<file path="src/rtl/viterbi_traceback_pkg.sv">
// -----------------------------------------------------------------------------
// viterbi_pkg
// Shared definitions for the Viterbi traceback block: default sizing,
// scalar types for states / metrics / timestep indices, the traceback FSM
// state enum, and an index-width helper used to size ports and registers.
// -----------------------------------------------------------------------------
package viterbi_pkg;

    localparam int DEF_I     = 3;   // number of HMM states
    localparam int DEF_W     = 20;  // signed path-metric width
    localparam int DEF_T_MAX = 16;  // traceback buffer depth

    // Width of an index into n items; never narrower than one bit.
    function automatic int idx_w(input int n);
        return (n > 1) ? $clog2(n) : 1;
    endfunction

    typedef logic [$clog2(DEF_I)-1:0]     state_t;
    typedef logic signed [DEF_W-1:0]      score_t;
    typedef logic [$clog2(DEF_T_MAX)-1:0] tstep_t;

    typedef enum logic {
        FILL,
        TRACE
    } tb_state_e;

endpackage

</file>
<file path="src/rtl/viterbi_traceback_if.sv">
// -----------------------------------------------------------------------------
// viterbi_traceback_if
// Bundles the two streams of the traceback block.
//   Input stream  (one timestep per beat):
//     in_valid, in_ready, in_last, psi_vec[0:I-1], delta_vec[0:I-1]
//   Output stream (decoded states, newest first):
//     out_valid, out_ready, out_state, out_t, out_last
// Modports:
//   master - the environment (PE array upstream, consumer downstream)
//   slave  - the traceback block itself
// -----------------------------------------------------------------------------
interface viterbi_traceback_if #(
    parameter int I     = viterbi_pkg::DEF_I,
    parameter int W     = viterbi_pkg::DEF_W,
    parameter int T_MAX = viterbi_pkg::DEF_T_MAX
);
    import viterbi_pkg::*;

    localparam int SW = idx_w(I);
    localparam int TW = idx_w(T_MAX);

    logic                in_valid;
    logic                in_ready;
    logic                in_last;
    logic [SW-1:0]       psi_vec   [0:I-1];
    logic signed [W-1:0] delta_vec [0:I-1];

    logic                out_valid;
    logic                out_ready;
    logic [SW-1:0]       out_state;
    logic [TW-1:0]       out_t;
    logic                out_last;

    modport master (
        output in_valid, in_last, psi_vec, delta_vec, out_ready,
        input  in_ready, out_valid, out_state, out_t, out_last
    );

    modport slave (
        input  in_valid, in_last, psi_vec, delta_vec, out_ready,
        output in_ready, out_valid, out_state, out_t, out_last
    );

endinterface

</file>
<file path="src/rtl/viterbi_traceback_argmax.sv">
// -----------------------------------------------------------------------------
// viterbi_argmax
// Purely combinational argmax over I signed W-bit path metrics.
// Ties resolve to the lowest index (strict greater-than while scanning up).
// Ports:
//   i_delta_vec[0:I-1]  in   signed path metrics
//   o_max               out  winning metric (only when
//                            VITERBI_TRACEBACK_SCORE_EN is defined)
//   o_idx               out  index of the winning metric
// -----------------------------------------------------------------------------
module viterbi_argmax
    import viterbi_pkg::*;
#(
    parameter int I = DEF_I,
    parameter int W = DEF_W
) (
    input  logic signed [W-1:0]    i_delta_vec [0:I-1],
`ifdef VITERBI_TRACEBACK_SCORE_EN
    output logic signed [W-1:0]    o_max,
`endif
    output logic [idx_w(I)-1:0]    o_idx
);

    localparam int SW = idx_w(I);

    logic signed [W-1:0] w_best;
    logic [SW-1:0]       w_idx;

    always_comb begin
        w_best = i_delta_vec[0];
        w_idx  = '0;
        for (int unsigned j = 1; j < I; j++) begin
            if (i_delta_vec[j] > w_best) begin
                w_best = i_delta_vec[j];
                w_idx  = SW'(j);
            end
        end
    end

    assign o_idx = w_idx;
`ifdef VITERBI_TRACEBACK_SCORE_EN
    assign o_max = w_best;
`endif

endmodule

</file>
<file path="src/rtl/viterbi_traceback.sv">
// -----------------------------------------------------------------------------
// viterbi_traceback
// Consumes one timestep per beat from the viterbi_pe column, buffers the
// backpointers, picks the best end state on the terminating beat and then
// walks the backpointers backwards, streaming decoded states newest first.
// Ports:
//   clk           in   clock, rising edge
//   rst           in   synchronous active-high reset
//   bus           --   viterbi_traceback_if.slave (input + output streams)
//   err_overflow  out  sticky: a sequence reached T_MAX beats without in_last
//   best_score    out  winning end metric (only with
//                      VITERBI_TRACEBACK_SCORE_EN defined)
// Configuration macro: VITERBI_TRACEBACK_SCORE_EN
// -----------------------------------------------------------------------------
module viterbi_traceback
    import viterbi_pkg::*;
#(
    parameter int I     = DEF_I,
    parameter int W     = DEF_W,
    parameter int T_MAX = DEF_T_MAX
) (
    input  logic                  clk,
    input  logic                  rst,
    viterbi_traceback_if.slave    bus,
    output logic                  err_overflow
`ifdef VITERBI_TRACEBACK_SCORE_EN
    ,
    output logic signed [W-1:0]   best_score
`endif
);

    localparam int SW = idx_w(I);
    localparam int TW = idx_w(T_MAX);

    tb_state_e           r_state;
    logic [TW-1:0]       r_wr_ptr;
    logic [TW-1:0]       r_rd_ptr;
    logic [SW-1:0]       r_cur_state;
    logic                r_in_ready;
    logic                r_out_valid;
    logic                r_out_last;
    logic                r_err;
    logic [SW-1:0]       r_psi_mem [0:T_MAX-1][0:I-1];
`ifdef VITERBI_TRACEBACK_SCORE_EN
    logic signed [W-1:0] r_best;
    logic signed [W-1:0] w_arg_max;
`endif

    logic [SW-1:0]       w_arg_idx;
    logic [SW-1:0]       w_psi_rd;
    logic                w_accept;
    logic                w_at_end;
    logic                w_terminate;

    viterbi_argmax #(
        .I (I),
        .W (W)
    ) u_argmax (
        .i_delta_vec (bus.delta_vec),
`ifdef VITERBI_TRACEBACK_SCORE_EN
        .o_max       (w_arg_max),
`endif
        .o_idx       (w_arg_idx)
    );

    assign w_accept    = (r_state == FILL) && bus.in_valid;
    assign w_at_end    = (r_wr_ptr == TW'(T_MAX - 1));
    assign w_terminate = bus.in_last || w_at_end;

    // Backpointer lookup for the current state at the current read slot.
    // A state value outside 0..I-1 selects nothing and yields 0.
    always_comb begin
        w_psi_rd = '0;
        for (int unsigned j = 0; j < I; j++) begin
            if (r_cur_state == SW'(j)) begin
                w_psi_rd = r_psi_mem[r_rd_ptr][j];
            end
        end
    end

    // Backpointer buffer: register array, no reset.
    always_ff @(posedge clk) begin
        if (w_accept) begin
            for (int unsigned j = 0; j < I; j++) begin
                r_psi_mem[r_wr_ptr][j] <= bus.psi_vec[j];
            end
        end
    end

    always_ff @(posedge clk) begin
        if (rst) begin
            r_state     <= FILL;
            r_wr_ptr    <= '0;
            r_rd_ptr    <= '0;
            r_cur_state <= '0;
            r_in_ready  <= 1'b1;
            r_out_valid <= 1'b0;
            r_out_last  <= 1'b0;
            r_err       <= 1'b0;
`ifdef VITERBI_TRACEBACK_SCORE_EN
            r_best      <= '0;
`endif
        end else begin
            case (r_state)
                FILL: begin
                    if (w_accept) begin
                        if (w_terminate) begin
                            if (!bus.in_last) begin
                                r_err <= 1'b1;
                            end
                            r_cur_state <= w_arg_idx;
                            r_rd_ptr    <= r_wr_ptr;
                            r_wr_ptr    <= '0;
                            r_state     <= TRACE;
                            r_in_ready  <= 1'b0;
                            r_out_valid <= 1'b1;
                            r_out_last  <= (r_wr_ptr == '0);
`ifdef VITERBI_TRACEBACK_SCORE_EN
                            r_best      <= w_arg_max;
`endif
                        end else begin
                            r_wr_ptr <= r_wr_ptr + TW'(1);
                        end
                    end
                end
                TRACE: begin
                    if (bus.out_ready) begin
                        if (r_rd_ptr != '0) begin
                            r_cur_state <= w_psi_rd;
                            r_rd_ptr    <= r_rd_ptr - TW'(1);
                            r_out_last  <= (r_rd_ptr == TW'(1));
                        end else begin
                            r_state     <= FILL;
                            r_in_ready  <= 1'b1;
                            r_out_valid <= 1'b0;
                            r_out_last  <= 1'b0;
                        end
                    end
                end
                default: r_state <= FILL;
            endcase
        end
    end

    assign bus.in_ready  = r_in_ready;
    assign bus.out_valid = r_out_valid;
    assign bus.out_state = r_cur_state;
    assign bus.out_t     = r_rd_ptr;
    assign bus.out_last  = r_out_last;
    assign err_overflow  = r_err;
`ifdef VITERBI_TRACEBACK_SCORE_EN
    assign best_score    = r_best;
`endif

endmodule

</file>
<file path="src/flat_wrapper.sv">
// flat-port wrapper written by rule: the top's interface ports become plain ports
module viterbi_traceback_flat import viterbi_pkg::*;
#(
    parameter int I     = DEF_I,
    parameter int W     = DEF_W,
    parameter int T_MAX = DEF_T_MAX
)
  (clk, rst, err_overflow, bus_in_valid, bus_in_last, bus_psi_vec, bus_delta_vec, bus_out_ready, bus_in_ready, bus_out_valid, bus_out_state, bus_out_t, bus_out_last);
  viterbi_traceback_if #(.I(I), .W(W), .T_MAX(T_MAX)) bus_i ();
  input  logic clk;
  input  logic rst;
  output logic err_overflow;
  input wire logic [$bits(bus_i.in_valid)-1:0] bus_in_valid;
  input wire logic [$bits(bus_i.in_last)-1:0] bus_in_last;
  input wire logic [$bits(bus_i.psi_vec)-1:0] bus_psi_vec;
  input wire logic [$bits(bus_i.delta_vec)-1:0] bus_delta_vec;
  input wire logic [$bits(bus_i.out_ready)-1:0] bus_out_ready;
  output wire logic [$bits(bus_i.in_ready)-1:0] bus_in_ready;
  output wire logic [$bits(bus_i.out_valid)-1:0] bus_out_valid;
  output wire logic [$bits(bus_i.out_state)-1:0] bus_out_state;
  output wire logic [$bits(bus_i.out_t)-1:0] bus_out_t;
  output wire logic [$bits(bus_i.out_last)-1:0] bus_out_last;
  assign bus_i.in_valid = bus_in_valid;
  assign bus_i.in_last = bus_in_last;
  assign bus_i.psi_vec = {>>{bus_psi_vec}};
  assign bus_i.delta_vec = {>>{bus_delta_vec}};
  assign bus_i.out_ready = bus_out_ready;
  assign bus_in_ready = bus_i.in_ready;
  assign bus_out_valid = bus_i.out_valid;
  assign bus_out_state = bus_i.out_state;
  assign bus_out_t = bus_i.out_t;
  assign bus_out_last = bus_i.out_last;
  viterbi_traceback #(.I(I), .W(W), .T_MAX(T_MAX)) u_core (.clk(clk), .rst(rst), .bus(bus_i), .err_overflow(err_overflow));
endmodule
</file>
<file path="config.mk">
export PLATFORM = sky130hd
export DESIGN_NAME = viterbi_traceback_flat
export DESIGN_NICKNAME = d
export VERILOG_FILES = /design/src/rtl/viterbi_traceback_pkg.sv /design/src/rtl/viterbi_traceback_if.sv /design/src/rtl/viterbi_traceback_argmax.sv /design/src/rtl/viterbi_traceback.sv /design/src/flat_wrapper.sv
export SDC_FILE = /design/constraint.sdc
export NUM_CORES = 1
export LEC_CHECK = 0
export CAP_MARGIN = 20
export CORE_UTILIZATION = 40
export DETAILED_ROUTE_END_ITERATION = 10
export SYNTH_ARGS = -nofsm -noshare
export SYNTH_HDL_FRONTEND = slang
export SYNTH_SLANG_ARGS = --single-unit
</file>
<file path="constraint.sdc">
create_clock -name clk -period 6.6 [get_ports clk]
set_input_delay 1.32 -clock clk [delete_from_list [all_inputs] [get_ports clk]]
set_output_delay 1.32 -clock clk [all_outputs]
set_load 0.01 [all_outputs]
</file>
## Yosys cells after proc, flatten, opt, wreduce, memory -nomap -nowiden

Memory sizes are Yosys's and may differ from the RTL's. A register that Yosys moved wholly into a read port is not among the register bits.
Index checks and enable logic that the tools add are counted.
W data, S select, Z words.

| word-level totals | value |
|---|---|
| bits in registers | 15 |
| bits in writable memories | 96 |
| output and inout bits | 10 |
| memories | 1 |

| cells by class | value |
|---|---|
| add/sub/neg operators | 2 |
| magnitude comparators | 2 |
| equality and inequality tests | 9 |
| muxes and demuxes | 41 |
| bitwise gates (word level) | 2 |
| reduce and logical (&&, ||, !) cells | 10 |

Memory list:

| memory | words | width | rd ports | clocked after memory_dff | wr ports | RTL line | source |
|---|---|---|---|---|---|---|---|
| u_core.r_psi_mem | 16 | 6 | 1 | 1 | 1 | viterbi_traceback.sv:43 | `logic [SW-1:0] r_psi_mem [0:T_MAX-1][0:I-1];` |

Operators with widths:

| cell | number |
|---|---|
| $gt A20 B20 Y1 | 2 |
| $mux W4 | 7 |
| $mux W20 | 1 |
| $mux W1 | 19 |
| $mux W2 | 8 |
| $reduce_and A4 Y1 | 3 |
| $pmux W1 S2 | 4 |
| $pmux W4 S2 | 1 |
| $ne A2 B2 Y1 const B | 3 |
| $add A4 B1 Y4 const B | 1 |
| $eq A4 B1 Y1 const B | 1 |
| $eq A4 B4 Y1 const B | 1 |
| $logic_not A4 Y1 | 1 |
| $ne A2 B1 Y1 const B | 2 |
| $pmux W2 S2 | 1 |
| $reduce_bool A4 Y1 | 1 |
| $sub A4 B1 Y4 const B | 1 |
| $reduce_and A3 Y1 | 1 |
| $eq A2 B1 Y1 const B | 1 |
| $eq A2 B2 Y1 const B | 1 |
| $logic_not A2 Y1 | 1 |
| $not A1 Y1 | 2 |
| $reduce_and A2 Y1 | 1 |
| $logic_and A1 B1 Y1 | 1 |
| $logic_or A1 B1 Y1 | 1 |

## Longest topological paths before layout

Gate-level depths: netlist (run 1).

| depth | value |
|---|---|
| depth in word-level cells | 7 |
| depth in mapped cells | 18 |
| depth with buffers taken out | 17 |

## Cells and area by module

A second synthesis (run 1) with hierarchy kept.

| unflattened totals | value |
|---|---|
| cell total of the unflattened synthesis | 441 |
| area total of the unflattened synthesis | 6048.3 um^2 |

By module, submodules not included:

| module | times used | cells an instance | area an instance (um^2) | sequential area each (um^2) |
|---|---|---|---|---|
| viterbi_traceback | 1 | 289 | 4819.6 | 3263.1 |
| viterbi_argmax | 1 | 152 | 1228.7 | 0.0 |

## Worst setup path before layout (run 1)

OpenSTA, ideal clock, no wires.

| path | value |
|---|---|
| path type | in2reg |
| start point | input bus_delta_vec[47] |
| end point | register u_core.r_cur_state[0], in the netlist u_core.bus.out_state[0] |
| setup time | 0.103 ns |
| arrival | 5.107 ns |
| slack | 1.389 ns |
| stages | 17 |
| buffers on the path | 1 |
| cells stage by stage | inv_1 -> ha_1 -> a21oi_1 -> o21ai_1 -> a221o_1 -> a2111oi_4 -> mux2i_2 -> clkbuf_1 -> a21oi_1 -> ha_1 -> a21oi_2 -> o21ai_1 -> a221o_1 -> a2111oi_4 -> mux2i_1 -> nand2b_1 -> a2111oi_2 |

| on the way | value |
|---|---|
| word-level cells in the longest chain between the ends | 7 |
| elaborated cells between the ends (all ways) | 8 |
| classes of those cells | 2 x order compare; 6 x mux |

Ends and longest elaborated chain:

| item | RTL line | source |
|---|---|---|
| start, declared | flat_wrapper.sv:16 | `input wire logic [$bits(bus_i.delta_vec)-1:0] bus_delta_vec;` |
| $gt A20 B20 Y1 | viterbi_traceback_argmax.sv:33 | `if (i_delta_vec[j] > w_best) begin` |
| $mux W20 | viterbi_traceback_argmax.sv:33 |  |
| $gt A20 B20 Y1 | viterbi_traceback_argmax.sv:33 |  |
| $mux W2 * | viterbi_traceback_argmax.sv:33 |  |
| $mux W2 * | viterbi_traceback.sv:107 | `if (w_terminate) begin` |
| $mux W2 * | viterbi_traceback.sv:106 | `if (w_accept) begin` |
| $pmux W2 S2 * | viterbi_traceback.sv:104 | `case (r_state)` |
| end signal, assigned | viterbi_traceback.sv:111 | `r_cur_state <= w_arg_idx;` |
| end signal, assigned | viterbi_traceback.sv:129 | `r_cur_state <= w_psi_rd;` |
| end, declared | viterbi_traceback.sv:38 | `logic [SW-1:0] r_cur_state;` |

Mark *: on every way between the ends. The rest lies on a longest branch, timed or not. The select of a mux whose other input is x is not followed.
A chain may end at the register's enable or synchronous reset.

## Final worst setup path (run 1)

Same ends and word-level chain as after synthesis.

==> run_results.csv, run 1 <==
group,metric,value,unit
route,routed_wl,13790,microns
route,viasPerCell,5.450,
power,power_density,256.8,nW/um^2
route,wire_per_inst,18.56,microns
worst_setup_path,endpoint_kind,"flip-flop",
worst_setup_path,critical-path-top-delay-family,"compound AO/OA/AOI/OAI gates",
synth,synth_edf_count,96,
timing,report.final.slew_viol_count,0,
worst_setup_path,required,6.89,ns
place,gp_congestion,0.8325,
timing,worstMarginPinSlew,1.016,ns
global_route,grt_first_pass_wirelength,22210,microns
die,initial_core_util,41.05,%
timing,period_minus_slack,5.730,ns
final_layout,final_common_cell,"edfxtp_1",
final_layout,drive_gt1_share,12.34,%
global_route,grt_pass1_vias,4223,
die,die_x,124.4,microns
cts,cts_hold_buf,0,
final_layout,synthToLayoutAreaGrowth,24.82,%
global_route,grt_max_degree,32,
timing,final-hold-violation-count,0,
die,dieArea,15460,sq um
synth,synth_fp_nets,581,
route,ant_nets,0,
final_layout,nFillCells,1243,
global_route,gr-total-overflow,0,
route,drtIter0Drc,249,
run_status,status,"finished, final reports clean",
hold_path,hold_path.class,"reg2reg",
place,portBuffers,80,
cts,clk_latency,0.41,ns
synth,syn_inst,464,
final_layout,diodes,0,
synth,ys_ff_latch,115,
timing,post-route-period-util,86.82,%
synth,synth-async-reset-ratio,0,%
global_route,track_usage,18.66,%
final_layout,multi_input_area,2481,sq um
worst_setup_path,max_stage_delay,0.58,ns
synth,yosys_warnings,0,
worst_setup_path,crit_arrival,6.02,ns
cts,clock-sinks,115,
final_layout,mostFrequentLayoutCells,"edfxtp_1 (96), clkdlybuf4s50_1 (80), nor2_1 (49)",
synth,yosysSeqAreaShare,54.49,%
flow_run,cap_viol_max_count,0,
route,firstDrtPassIters,5,
synth,syn-cell-area,5988,sq um
timing,finalSetupViolations,0,
cts,cts_buffer_depth,2,
global_route,antenna_found_initial,0,
synth,avgSynthCellArea,12.91,sq um
cts,h-tree-depth,4,
worst_setup_path,path_cells,"clkdlybuf4s50_1 > inv_1 > ha_1 > a21oi_1 > o21ai_1 > a221o_1 > a2111oi_4 > mux2i_4 > buf_12 > a21oi_2 > ha_1 > nand4_1 > nor4bb_1 > a21boi_1 > a2111oi_4 > mux2i_1 > nand2b_1 > a2111oi_2",
cts,cts_tree,"yes",
die,row_count,44,
cts,cts_root_buf,"clkbuf_16",
place,dp_hpwl,9877,microns
cts,cts_buffers,17,
timing,fmax,174.5,MHz
timing,finClkSkew,0.01566,ns
die,core_area,14590,sq um
synth,synth_ff_type,"edfxtp_1",
worst_setup_path,critical-path-slowest-cell,"mux2i_4",
final_layout,fin_nets,663,
worst_setup_path,start_kind,"input port",
die,ios,81,
synth,synth.distinct_cells,56,
route,remaining_drc_errors,0,
timing,tns,0,ns
worst_setup_path,setup.worst_path.class,"in2reg",
power,cellLeakagePower,0.002646,uW
die,die_h,124.4,microns
final_layout,seq_area,3264,sq um
cts,cts_setup_buffers,0,
worst_setup_path,cp_max_fo,25,
timing,max_slew_margin,31.77,%
power,worst_ir_drop_vdd,0.0001871,V
worst_setup_path,crit_buf_inv,3,
route,routed-via-count,4049,
final_layout,finish.utilization,51.24,%
cts,path_clk_slew,0.05,ns
cts,cts.repair.resized,0,
timing,rsz0062_at_grt,"no",
worst_setup_path,rrSetupSlack,3.80,ns
timing,hold_slack,0.4850,ns
-- per-layer routing --
metal / GRT usage (%) / vias up / routed length [microns]
li1: - / 1939 / -
met1: 23.57 / 1940 / 6024
met2: 30.97 / 147 / 6790
met3: 3.179 / 23 / 680
met4: 9.072 / 0 / 294
met5: 0 / - / 0
-- report_power, final --
part	total (uW)	leakage, uW	internal [uW]	switching, uW
sequential	815	0.00102	799	16.1
combinational	277	0.00136	139	138
clock	827	0.000265	511	316
-- worst reg2reg max path: stages, from the launching register on --
cell and delay (ns):
dfxtp_1 0.96, nor2_1 0.27, a221oi_2 0.40, a32oi_1 0.15, o311a_1 0.42, or4_1 0.40
o21ai_1 0.14
-- cell type report --
cell class                      instances  share of cell area (%)
Sequential cell                       115                   43.67
Multi-Input combinational cell        300                   33.19
Timing Repair Buffer                   83                   11.35
Clock buffer                           17                   5.691
Tap cell                              184                   3.080
Clock inverter                         15                   1.557
Inverter                               29                   1.456
-- cells by family after synthesis --
| logic type | synth area share [%] |
|---|---|
| and+or+nand+nor | 10.11 |
| AOI/OAI and AO/OA | 10.91 |
| muxes | 10.22 |
| buffers and inverters | 4.220 |
| adders and majority gates | 9.611 |
| xor gates and xnor gates | 0.4389 |
| DFF | 54.49 |
-- worst paths after layout --
| kind | endpoint | start | cells past startpoint |
|---|---|---|---|
| worst max-delay path | u_core.bus.out_state[0]$_SDFFE_PP0P_ | bus_delta_vec[47] | 18 |
| worst min-delay path | u_core.bus.out_valid$_SDFFE_PP0P_ | u_core.bus.out_valid$_SDFFE_PP0P_ | 2 |
| worst max register to register | u_core.bus.out_state[1]$_SDFFE_PP0P_ | flip-flop | 6 |
| worst min register to register | u_core.bus.out_valid$_SDFFE_PP0P_ | u_core.bus.out_valid$_SDFFE_PP0P_ | 2 |
-- flip-flops by register name (all words and copies together), names as in the netlist, named ones only --
register,count
u_core.bus.out_state,2
u_core.r_psi_mem,96
u_core.bus.out_t,4
u_core.bus.in_ready,1
u_core.err_overflow,1
u_core.r_wr_ptr,4
u_core.bus.out_valid,1
u_core.bus.out_last,1
u_core.r_state,1
-- stage by stage --
step	power (uW)	worst slack [ns]	cells	instance area, sq um
3_3_place_gp	1100	0.5688	710	6913
4_1_cts	1932	0.8742	742	7455
3_5_place_dp	1106	0.4536	710	6913
2_1_floorplan	1000	1.389	464	5988
6_report	1919	0.8702	743	7475
5_1_grt	1994	0.4351	743	7475
-- cell usage after synthesis (all sizes together), types with 3 or more instances --
library cell / count / area, sq um
a2111oi: 3 / 70.06
a211oi: 3 / 22.52
a21o: 4 / 30.03
a21oi: 43 / 256.5
a221o: 3 / 30.03
a221oi: 3 / 32.53
a31oi: 3 / 18.77
and4: 4 / 35.03
buf: 12 / 113.9
clkbuf: 8 / 30.03
dfxtp: 19 / 380.4
edfxtp: 96 / 2883
ha: 46 / 575.6
inv: 29 / 108.9
mux2: 3 / 37.53
mux2i: 21 / 214.0
mux4: 16 / 360.4
nand2: 14 / 52.55
nand2b: 8 / 50.05
nand3: 12 / 60.06
nand4: 9 / 56.30
nor2: 49 / 183.9
nor2b: 7 / 43.79
nor3: 10 / 50.05
o21ai: 9 / 45.04
Power figures use the tool's default switching activity.
==> run 2: changes to the inputs <==
--- a/config.mk
+++ b/config.mk
@@ -8,6 +8,7 @@
 export CAP_MARGIN = 20
 export CORE_UTILIZATION = 40
 export DETAILED_ROUTE_END_ITERATION = 10
+export SLEW_MARGIN = 20
 export SYNTH_ARGS = -nofsm -noshare
 export SYNTH_HDL_FRONTEND = slang
 export SYNTH_SLANG_ARGS = --single-unit
==> run_results.csv, run 2 (synthesis results as in run 1) <==
group,metric,value,unit
hold_path,holdPathStages,2,
power,power_density,257.2,nW/um^2
worst_setup_path,cp_max_fo,25,
route,firstDrtPassIters,4,
cts,h-tree-depth,4,
timing,period_minus_slack,5.726,ns
worst_setup_path,start_kind,"input port",
cts,cts.repair.resized,0,
cts,cts_buffer_depth,2,
route,ant_nets,0,
cts,cts_tree,"yes",
die,core_area,14590,sq um
global_route,grt_pass1_vias,4223,
route,viasPerCell,5.420,
final_layout,largest_register_ff_count,96,
timing,finClkSkew,0.01194,ns
final_layout,regMostFlops,"u_core.r_psi_mem",
global_route,grt_first_pass_wirelength,22210,microns
final_layout,synthToLayoutAreaGrowth,24.53,%
worst_setup_path,max_stage_delay,0.58,ns
cts,clock-sinks,115,
worst_setup_path,rrSetupSlack,3.77,ns
cts,path_clk_slew,0.05,ns
timing,max_slew_margin,30.32,%
final_layout,diodes,0,
power,pwr-share-seq,42.7,%
place,gp_congestion,0.8325,
global_route,grt_max_degree,32,
global_route,gr-total-overflow,0,
worst_setup_path,crit_buf_inv,3,
final_layout,mostFrequentLayoutCells,"edfxtp_1 (96), clkdlybuf4s50_1 (80), nor2_1 (49)",
timing,fmax,174.7,MHz
power,combPwrFrac,14.1,%
cts,cts_root_buf,"clkbuf_16",
timing,tns,0,ns
die,row_count,44,
worst_setup_path,required,6.90,ns
die,ios,81,
die,die_x,124.4,microns
power,p_clk_share,43.1,%
cts,cts_buffers,17,
timing,final-hold-violation-count,0,
global_route,antenna_found_initial,0,
timing,finalSetupViolations,0,
worst_setup_path,reg2reg_depth,6,
route,remaining_drc_errors,0,
worst_setup_path,critical-path-top-delay-family,"compound AO/OA/AOI/OAI gates",
timing,hold_slack,0.4850,ns
die,initial_core_util,41.05,%
cts,clk_latency,0.41,ns
timing,report.final.slew_viol_count,0,
power,p_switching,470.8,uW
timing,post-route-period-util,86.75,%
timing,worstMarginPinSlew,1.037,ns
cts,cts_setup_buffers,0,
route,drtIter0Drc,275,
place,portBuffers,80,
die,dieArea,15460,sq um
route,routed_wl,13800,microns
worst_setup_path,endpoint_kind,"flip-flop",
worst_setup_path,path_cells,"clkdlybuf4s50_1 > inv_1 > ha_1 > a21oi_1 > o21ai_1 > a221o_1 > a2111oi_4 > mux2i_4 > buf_12 > a21oi_2 > ha_1 > nand4_1 > nor4bb_1 > a21boi_1 > a2111oi_4 > mux2i_1 > nand2b_1 > a2111oi_2",
place,dp_hpwl,9877,microns
worst_setup_path,cp_num_cells,18,
die,die_h,124.4,microns
final_layout,nFillCells,1246,
run_status,status,"finished, final reports clean",
hold_path,hold_path.class,"reg2reg",
final_layout,fin_nets,662,
route,routed-via-count,4022,
power,cellLeakagePower,0.002638,uW
flow_run,cap_viol_max_count,0,
final_layout,drive_gt1_share,12.19,%
timing,rsz0062_at_grt,"no",
worst_setup_path,crit_arrival,6.02,ns
route,wire_per_inst,18.60,microns
final_layout,final_common_cell,"edfxtp_1",
global_route,track_usage,18.66,%
power,switching_share,24.54,%
worst_setup_path,setup.worst_path.class,"in2reg",
power,intPower,1448,uW
power,worst_ir_drop_vdd,0.0001880,V
cts,cts_hold_buf,0,
worst_setup_path,critical-path-slowest-cell,"mux2i_4",
run 2: cell types whose count changed in the layout (fill, tap and decap cells not counted):
cell and change:
buf_12 -1, dfxtp_2 -1, dfxtp_4 +1
run 2: final cells by class:
class	count	area, sq um	share of cell area [%]
Clock buffer	17	425.4	5.705
Clock inverter	15	116.4	1.560
Inverter	29	108.9	1.460
Multi-Input combinational cell	300	2481	33.27
Sequential cell	115	3267	43.81
Tap cell	184	230.2	3.087
Timing Repair Buffer	82	828.3	11.11
run 2: worst paths after layout:
| kind | start | to |
|---|---|---|
| max | bus_delta_vec[47] | u_core.bus.out_state[0]$_SDFFE_PP0P_ |
| min | u_core.bus.out_valid$_SDFFE_PP0P_ | u_core.bus.out_valid$_SDFFE_PP0P_ |
| max reg2reg | flip-flop | u_core.bus.out_state[1]$_SDFFE_PP0P_ |
| min reg2reg | u_core.bus.out_valid$_SDFFE_PP0P_ | u_core.bus.out_valid$_SDFFE_PP0P_ |
run 2: through the flow:
stage | cell area [sq um] | setup WS, ns | utilization [%] | power [uW] | std cells
2_1_floorplan | 5988 | 1.389 | - | 1000 | 464
3_3_place_gp | 6913 | 0.5688 | 47.38 | 1100 | 710
6_report | 7457 | 0.8743 | 51.11 | 1918 | 742
4_1_cts | 7455 | 0.8742 | 51.10 | 1932 | 742
5_1_grt | 7457 | 0.4351 | 51.11 | 1992 | 742
3_5_place_dp | 6913 | 0.4536 | 47.38 | 1106 | 710
run 2: tightest hold or removal path: stages (launching register included):
cell     delay (ns)
dfxtp_1        0.32
a21oi_1        0.06
nor2_1         0.07
run 2: power by group through the flow:
stage	combinational, uW	sequential [uW]	clock [uW]
floorplan	179	822	0
CTS	273	820	838
global placement	266	835	0
global route	301	822	869
finish	271	820	827
detailed placement	271	835	0
run 2: routing by layer:
metal	vias up	wire length, microns	global-route usage (%)	share of wire, %
met5	-	0	0	0
met4	0	292	9.072	2.1
met3	22	613	3.179	4.4
met2	123	6688	30.97	48
met1	1941	6204	23.57	45
li1	1936	-	-	-
==> run 3: changes to the inputs <==
--- a/config.mk
+++ b/config.mk
@@ -6,6 +6,8 @@
 export NUM_CORES = 1
 export LEC_CHECK = 0
 export CAP_MARGIN = 20
+export CORE_ASPECT_RATIO = 1.2
+export CORE_MARGIN = 10
 export CORE_UTILIZATION = 40
 export DETAILED_ROUTE_END_ITERATION = 10
 export SLEW_MARGIN = 20
==> run_results.csv, run 3 (synthesis results as in run 1) <==
group,metric,value,unit
die,dieArea,20290,sq um
worst_setup_path,setup.worst_path.class,"in2reg",
worst_setup_path,path_cells,"clkdlybuf4s50_1 > inv_1 > ha_1 > a21oi_1 > o21ai_1 > a221o_1 > a2111oi_4 > mux2i_4 > buf_4 > a21oi_2 > ha_1 > nand4_1 > nor4bb_1 > a21boi_1 > a2111oi_4 > mux2i_1 > nand2b_1 > a2111oi_2",
worst_setup_path,rrSetupSlack,3.39,ns
die,die_h,154.0,microns
final_layout,drive_gt1_share,12.46,%
cts,cts_root_buf,"clkbuf_16",
final_layout,nFillCells,1294,
timing,max_slew_margin,32.48,%
timing,period_minus_slack,5.854,ns
flow_run,cap_viol_max_count,0,
global_route,grt_first_pass_wirelength,23090,microns
timing,finClkSkew,0.009894,ns
power,cellLeakagePower,0.002659,uW
route,viasPerCell,5.391,
timing,fmax,170.8,MHz
die,ios,81,
timing,finalSetupViolations,0,
route,ant_nets,0,
global_route,grt_max_degree,32,
worst_setup_path,start_kind,"input port",
timing,tns,0,ns
power,power_density,259.1,nW/um^2
route,routed_wl,14730,microns
global_route,antenna_found_initial,0,
worst_setup_path,crit_buf_inv,3,
place,portBuffers,80,
final_layout,mostFrequentLayoutCells,"edfxtp_1 (96), clkdlybuf4s50_1 (80), nor2_1 (49)",
global_route,track_usage,14.53,%
worst_setup_path,required,6.90,ns
route,drtIter0Drc,165,
timing,hold_slack,0.4766,ns
cts,clk_latency,0.41,ns
timing,fin_ws,0.7462,ns
die,initial_core_util,41.20,%
timing,worstMarginPinSlew,1.005,ns
cts,cts_hold_buf,0,
worst_setup_path,r2r-start,"u_core.r_state$_SDFF_PP0_",
final_layout,regMostFlops,"u_core.r_psi_mem",
route,wire_per_inst,19.33,microns
place,gp_congestion,0.8408,
route,remaining_drc_errors,0,
timing,post-route-period-util,88.69,%
power,worst_ir_drop_vdd,0.0002514,V
timing,rsz0062_at_grt,"no",
cts,cts_setup_buffers,0,
cts,cts.repair.resized,0,
route,firstDrtPassIters,4,
timing,final-hold-violation-count,0,
final_layout,final_common_cell,"edfxtp_1",
cts,cts_buffers,17,
final_layout,diodes,0,
die,core_area,14530,sq um
worst_setup_path,rr_endpoint,"u_core.bus.out_state[0]$_SDFFE_PP0P_",
cts,clock-sinks,115,
cts,cts_buffer_depth,2,
cts,path_clk_slew,0.05,ns
worst_setup_path,crit_arrival,6.15,ns
worst_setup_path,endpoint_kind,"flip-flop",
global_route,gr-total-overflow,0,
worst_setup_path,max_stage_delay,0.49,ns
cts,h-tree-depth,4,
worst_setup_path,reg2reg_depth,7,
hold_path,holdPathStages,2,
hold_path,hold_path.startpoint,"u_core.err_overflow$_SDFFE_PP0P_",
die,die_x,131.7,microns
timing,report.final.slew_viol_count,0,
place,place_ws,0.3071,ns
hold_path,min_to,"u_core.err_overflow$_SDFFE_PP0P_",
cts,cts_tree,"yes",
final_layout,synthToLayoutAreaGrowth,25.26,%
die,row_count,48,
worst_setup_path,critical-path-top-delay-family,"compound AO/OA/AOI/OAI gates",
worst_setup_path,critical-path-slowest-cell,"mux2i_4",
worst_setup_path,cp_max_fo,17,
run_status,status,"finished, final reports clean",
final_layout,largest_register_ff_count,96,
place,dp_hpwl,10720,microns
global_route,grt_pass1_vias,4156,
hold_path,hold_path.class,"reg2reg",
route,routed-via-count,4108,
final_layout,fin_nets,667,
## run 3: per-stage QoR
stage                     util (%)  area (sq um)  instances  power [uW]
after floorplan                  -          5988        464        1000
after global placement       47.77          6943        729        1102
after detailed placement     47.77          6943        729        1107
after CTS                    51.54          7491        760        1953
after global routing         51.61          7501        762        2018
final                        51.61          7501        762        1943
## run 3: final cells by class
class	count	area [sq um]	area share [%]
clock inverter	13	118.9	1.585
inverter	29	108.9	1.451
tap	200	250.2	3.336
sequential	115	3264	43.52
multi-input combinational	300	2481	33.08
timing repair buffer	87	848.3	11.31
clock buffer	18	429.2	5.721
## run 3: layer usage
layer  part of all wire [%]  global-route usage [%]  vias to the layer above
met4                    1.6                   4.562                        0
li1                       -                       -                     1952
met5                      0                       0                        -
met2                     51                   25.53                      132
met3                    4.3                   3.585                       22
met1                     43                   17.04                     2002
## run 3: worst register-to-register path: stages (launching register included)
cell and delay [ns]:
dfxtp_1 0.51, nor2b_1 0.56, nor2b_1 0.76, a21oi_1 0.22
a31oi_1 0.37, nand4_1 0.16, a211oi_1 0.37, a2111oi_2 0.09
## run 3: worst max-delay path by stage
stage	end	slack, ns	cells after the start	from
after detailed placement	u_core.bus.out_state[0]$_SDFFE_PP0P_	0.31	18	bus_delta_vec[47]
final	u_core.bus.out_state[0]$_SDFFE_PP0P_	0.75	18	bus_delta_vec[47]
after global placement	u_core.bus.out_state[0]$_SDFFE_PP0P_	0.40	18	bus_delta_vec[47]
after CTS	u_core.bus.out_state[0]$_SDFFE_PP0P_	0.72	18	bus_delta_vec[47]
after global routing	u_core.bus.out_state[0]$_SDFFE_PP0P_	0.35	18	bus_delta_vec[47]
after floorplan	u_core.bus.out_state[0]$_SDFFE_PP0P_	1.39	17	bus_delta_vec[47]
## run 3: report_power, final
part	internal (uW)	total, uW	leakage (uW)	switching, uW
logic	137	282	0.00137	145
clock network	544	850	0.000265	307
registers	800	811	0.00102	11.2
total	1480	1940	0.00266	463
